===== config.mk =====
export PLATFORM = sky130hd
export DESIGN_NAME = frame_tx_scheduler
export DESIGN_NICKNAME = d
export VERILOG_FILES = /design/src/rtl/frame_tx_scheduler.sv
export SDC_FILE = /design/constraint.sdc
export NUM_CORES = 1
export LEC_CHECK = 0
export CAP_MARGIN = 20
export CELL_PAD_IN_SITES_DETAIL_PLACEMENT = 2
export CELL_PAD_IN_SITES_GLOBAL_PLACEMENT = 2
export CORE_MARGIN = 4
export CORE_UTILIZATION = 21
export CTS_CLUSTER_DIAMETER = 50
export DETAILED_ROUTE_END_ITERATION = 12
export PLACE_DENSITY = 0.75
export RECOVER_POWER = 100
export SYNTH_ARGS = -nofsm -noshare
export SYNTH_HDL_FRONTEND = slang
export SYNTH_SLANG_ARGS = --single-unit

===== constraint.sdc =====
create_clock -name clk -period 1.84 [get_ports clk]
set_input_delay 0.276 -clock clk [delete_from_list [all_inputs] [get_ports clk]]
set_output_delay 0.276 -clock clk [all_outputs]
set_load 0.03 [all_outputs]

===== src/rtl/frame_tx_scheduler.sv =====
// Two-requester frame transmit scheduler: round-robin grant, one-cycle strobe to the
// serial link, PC confirmation handling with bounded retransmit, timeout and idle gap.
module frame_tx_scheduler #(
    parameter int FRAME_SIZE = 16,
    parameter int MAX_RETRY  = 3,
    parameter int TIMEOUT    = 4096,
    parameter int GAP        = 32
) (
    input  logic                    clk,
    input  logic                    rst_n,
    input  logic                    req0,
    input  logic                    req1,
    input  logic [FRAME_SIZE*8-1:0] frame0,
    input  logic [FRAME_SIZE*8-1:0] frame1,
    output logic                    done0,
    output logic                    done1,
    output logic [1:0]              status,
    output logic [FRAME_SIZE*8-1:0] fin,
    output logic                    fin_valid,
    input  logic                    rx_busy,
    input  logic [7:0]              conf_code,
    input  logic                    conf_valid,
    output logic                    busy
);
    localparam int FW  = FRAME_SIZE * 8;
    localparam int TW  = $clog2(TIMEOUT + 1);
    localparam int GW  = $clog2(GAP + 1);
    localparam int RW  = $clog2(MAX_RETRY + 2);

    localparam logic [1:0] ST_OK      = 2'b00;
    localparam logic [1:0] ST_ERROR   = 2'b01;
    localparam logic [1:0] ST_FATAL   = 2'b10;
    localparam logic [1:0] ST_TIMEOUT = 2'b11;

    typedef enum logic [2:0] {
        IDLE, ARB, SEND, WAIT_CONF, GAP_WAIT, REPORT
    } state_e;

    state_e          state_q, state_d;
    logic [FW-1:0]   fin_q, fin_d;
    logic            fin_valid_q, fin_valid_d;
    logic            done0_q, done0_d, done1_q, done1_d;
    logic [1:0]      status_q, status_d;
    logic [1:0]      result_q, result_d;
    logic [RW-1:0]   retry_q, retry_d;
    logic [TW-1:0]   tmo_q, tmo_d;
    logic [GW-1:0]   gap_q, gap_d;
    logic            last_q, last_d;
    logic            gnt_q, gnt_d;
    logic            retx_q, retx_d;
    logic            conf_q;
    logic            conf_edge;

    assign conf_edge = conf_valid & ~conf_q;

    always_comb begin
        state_d     = state_q;
        fin_d       = fin_q;
        fin_valid_d = 1'b0;
        done0_d     = 1'b0;
        done1_d     = 1'b0;
        status_d    = status_q;
        result_d    = result_q;
        retry_d     = retry_q;
        tmo_d       = tmo_q;
        gap_d       = gap_q;
        last_d      = last_q;
        gnt_d       = gnt_q;
        retx_d      = retx_q;
        case (state_q)
            IDLE: begin
                if (req0 || req1) state_d = ARB;
            end
            ARB: begin
                if (req0 || req1) begin
                    // Contention goes to whoever was not served last.
                    gnt_d   = (req0 && req1) ? ~last_q : req1;
                    fin_d   = gnt_d ? frame1 : frame0;
                    retry_d = '0;
                    retx_d  = 1'b0;
                    state_d = SEND;
                end else begin
                    state_d = IDLE;
                end
            end
            SEND: begin
                if (!rx_busy) begin
                    fin_valid_d = 1'b1;
                    tmo_d       = '0;
                    state_d     = WAIT_CONF;
                end
            end
            WAIT_CONF: begin
                // A confirmation edge takes precedence over a coincident timeout.
                if (conf_edge) begin
                    gap_d   = '0;
                    state_d = GAP_WAIT;
                    case (conf_code)
                        8'h05: result_d = ST_OK;
                        8'h08: result_d = ST_FATAL;
                        default: begin
                            if (retry_q < RW'(MAX_RETRY)) begin
                                retry_d = retry_q + 1'b1;
                                retx_d  = 1'b1;
                            end else begin
                                result_d = ST_ERROR;
                            end
                        end
                    endcase
                end else if (tmo_q == TW'(TIMEOUT - 1)) begin
                    result_d = ST_TIMEOUT;
                    gap_d    = '0;
                    state_d  = GAP_WAIT;
                end else begin
                    tmo_d = tmo_q + 1'b1;
                end
            end
            GAP_WAIT: begin
                if (gap_q == GW'(GAP - 1)) begin
                    if (retx_q) begin
                        retx_d  = 1'b0;
                        state_d = SEND;
                    end else begin
                        done0_d  = ~gnt_q;
                        done1_d  = gnt_q;
                        status_d = result_q;
                        state_d  = REPORT;
                    end
                end else begin
                    gap_d = gap_q + 1'b1;
                end
            end
            REPORT: begin
                last_d  = gnt_q;
                state_d = IDLE;
            end
            default: state_d = IDLE;
        endcase
    end

    always_ff @(posedge clk or negedge rst_n) begin
        if (!rst_n) begin
            state_q     <= IDLE;
            fin_q       <= '0;
            fin_valid_q <= 1'b0;
            done0_q     <= 1'b0;
            done1_q     <= 1'b0;
            status_q    <= ST_OK;
            result_q    <= ST_OK;
            retry_q     <= '0;
            tmo_q       <= '0;
            gap_q       <= '0;
            last_q      <= 1'b1;
            gnt_q       <= 1'b0;
            retx_q      <= 1'b0;
            conf_q      <= 1'b0;
        end else begin
            state_q     <= state_d;
            fin_q       <= fin_d;
            fin_valid_q <= fin_valid_d;
            done0_q     <= done0_d;
            done1_q     <= done1_d;
            status_q    <= status_d;
            result_q    <= result_d;
            retry_q     <= retry_d;
            tmo_q       <= tmo_d;
            gap_q       <= gap_d;
            last_q      <= last_d;
            gnt_q       <= gnt_d;
            retx_q      <= retx_d;
            conf_q      <= conf_valid;
        end
    end

    assign fin       = fin_q;
    assign fin_valid = fin_valid_q;
    assign done0     = done0_q;
    assign done1     = done1_q;
    assign status    = status_q;
    assign busy      = (state_q != IDLE);

endmodule


==> impl_metrics.tcl <==
set metrics [dict create \
    ys_seq_area_share_pct 52.8 \
    endpoint_kind "flop" \
    ios 404 \
    worst_slack_ns 0.0468 \
    htreeDepth 4 \
    synth-seq-cells 164 \
    critPathArrivalTime_ns 2.14 \
    power_density_nw_per_um2 1590 \
    dp_slack_ns -0.305 \
    r2r_setup_slack_ns 0.05 \
    drc_errors 0 \
    cts_root_buf "clkbuf_16" \
    ys_types 62 \
    critPathRequiredTime_ns 2.19 \
    post-route-period-util_pct 97.5 \
    first_iter_violations 242 \
    power_frac_seq_pct 29.1 \
    setup_tns_ns 0 \
    fill_cells 4028 \
    syn_inst 754 \
    diodes 0 \
    skew_ns 0.00869 \
    ys_async_sr_fraction_pct 100 \
    clockPowerShare_pct 17.8 \
    synth_top_cell_by_area "dfrtp_1" \
    fmax_ghz 0.558 \
    place_hpwl_um 26600 \
    grt_pass1_wl_um 51600 \
    p_sw_share_pct 42.9 \
    yosys_warnings 0 \
    path_clk_slew_ns 0.07 \
    synth_flop_cell "dfrtp_1" \
    die_w_um 200 \
    crit_slowest_cell "or4_4" \
    crit_type "reg2reg" \
    nets 1497 \
    cts_tree "built" \
    crit_path_max_incr_delay_ns 0.58 \
    drv_cap 0 \
    combPwrFrac_pct 53.1 \
    start_kind "flop" \
    antenna_found_initial 0 \
    grt_pass1_vias 8643 \
    cts_buffers 17 \
    worst_pin_slew_ns 0.784 \
    multi_input_area_sq_um 3480 \
    syn_avg_cell_area_sq_um 10.3 \
    path_cells "ha_4 > nand3_4 > or4_4 > buf_8 > nand4_1 > mux2i_1" \
    ant_nets 0 \
    peakVddDrop_mv 0.664 \
    drive_above_1_share_pct 11.3 \
    slew_viol_final 0 \
    gp_congestion 0.771 \
    viasPerCell 4.54 \
    stdcell_count 1704 \
    yosys-top-cells-count "163 x dfrtp_1, 136 x nor2_1, 133 x a21oi_1" \
    synthTopCellsByArea "dfrtp_1 52%, mux2i_1 17%, a21oi_1 8.6%, nor2_1 6.6%, buf_2 2.2%" \
    grt_max_degree 52 \
    path_max_fanout 5 \
    cts_sinks 164 \
    hold_class "in2reg" \
    synth-edff-count 0 \
    die_area_sq_um 40200 \
    vias 7735 \
    status "finished clean" \
    hold_violations 0 \
    die_h_um 200 \
    p_leak_nw 5.73 \
    clock_tree.buffer_depth 2 \
    syn_nets 1027 \
    dp_cells 1666 \
    track_usage_pct 16.3 \
    clkLatencyLatePin_ns 0.43 \
    setup_viol 0 \
    grt_overflow 0 \
    io_buffers 403 \
    totalWireLength_um 33500 \
    synthesis.area_sq_um 7780 \
    synth_top_area_share_pct 52.4 \
    synth_most_common_cell "dfrtp_1" \
    row_count 70 \
    first_pass_iters 4 \
    slew_headroom_pct 47.7 \
    initial_core_util_pct 21.3 \
    fin_crit_ns 1.79 \
    rsz0062_at_grt "yes" \
    syn_to_final_growth_pct 74.5 \
    power_switching_mw 9.25 \
    routedWlPerCell_um 19.7 \
    seq_area_sq_um 4110 \
    coreArea_sq_um 36600 \
    p_int_mw 12.3 \
]
[kinds of logic after synthesis]
group,count (synthesis),share of synthesized area [%]
AO/OA/AOI/OAI,184,13.2
XOR/XNOR,3,0.338
adder cells (fa/ha/maj),3,0.482
buffers and inverters,56,3.38
flip-flops,164,52.8
multiplexers,136,17.6
AND/OR/NAND/NOR,208,12.3
[sequential cells by signal, indices dropped and copies added (netlist names)]
name       count
retx_q         1
gnt_q          1
gap_q          6
status         2
fin_valid      1
done1          1
conf_q         1
last_q         1
retry_q        3
done0          1
result_q       2
state_q        3
fin          128
tmo_q         13
[power groups by stage]
stage	Clock (mW)	Combinational [mW]	Sequential, mW
4_1_cts	3.99	11.8	6.33
3_3_place_gp	0	11.5	6.24
3_5_place_dp	0	11.8	6.37
6_report	3.83	11.5	6.28
5_1_grt	4.13	12.4	6.51
2_1_floorplan	0	3.41	8.89
[worst max-delay path: cells and delay by family (launching register included)]
family | cells | cell delay [ns]
adder cells (fa/ha/maj) | 1 | 0.19
buffers and inverters | 1 | 0.16
flip-flops | 1 | 0.41
multiplexers | 1 | 0.19
AND/OR/NAND/NOR | 3 | 0.76
[final cells by class]
cell class / count / share of cell area (%)
Multi-Input combinational cell: 534 / 25.6
Timing Repair Buffer: 498 / 35.1
Inverter: 9 / 0.249
Sequential cell: 164 / 30.2
Clock inverter: 9 / 1.11
Clock buffer: 22 / 3.42
Tap cell: 468 / 4.31
[layout by cell type (no fill, tap or decap), types with 3 or more instances in the layout]
cell type and instances:
a31oi_1 8, or3_1 5, buf_12 11, bufinv_16 4, nand3_1 6, dfrtp_1 163, dlygate4sd2_1 12, clkbuf_16 18
a211o_1 3, nor3_1 5, nand3b_1 5, clkbuf_4 3, mux2_2 6, clkbuf_2 12, and2_1 3, clkdlybuf4s50_1 377
nand2_1 21, nand4_1 4, clkbuf_1 24, inv_1 9, nor2_1 136, mux2i_1 130, clkinv_2 3, o21ai_0 12
o221ai_1 3, a21oi_1 133, nor2b_1 3, buf_4 55
[worst paths after layout]
| check | cells past startpoint | from | end |
|---|---|---|---|
| min in group asynchronous | 2 | rst_n | fin[77] |
| min reg2reg | 1 | gnt_q | done0 |
| max reg2reg | 6 | tmo_q[1] | tmo_q[8] |
| min | 1 | conf_valid | conf_q |
| max | 6 | tmo_q[1] | tmo_q[8] |
| max in group asynchronous | 3 | rst_n | fin[43] |
[per-stage QoR]
stage          hold WS [ns]  instance area, sq um  power [mW]  utilization [%]
6_report              0.464                 13600        21.6             37.1
5_1_grt               0.462                 13600        23.0             37.1
4_1_cts               0.328                 13700        22.1             37.4
3_5_place_dp          0.302                 13000        18.2             35.6
3_3_place_gp          0.300                 13000        17.7             35.6
2_1_floorplan       -0.0196                  7780        12.3                -
[routing by layer]
metal	GRT usage [%]	vias to the layer above	share of wire (%)
met5	0	-	0
met4	4.06	0	1.2
met3	4.64	19	6.2
met2	30.0	258	53
met1	18.6	3860	40
li1	-	3598	-
[repair_timing]
action	in CTS	in global routing
endpoints found under the hold margin	40	0
buffers inserted	0	5
cloned	0	1
hold buffers	1	0
gates resized for setup	21	22
pin swaps	1	7
setup endpoints to repair	30	31
No activity file was read; power rests on OpenSTA's default activity.
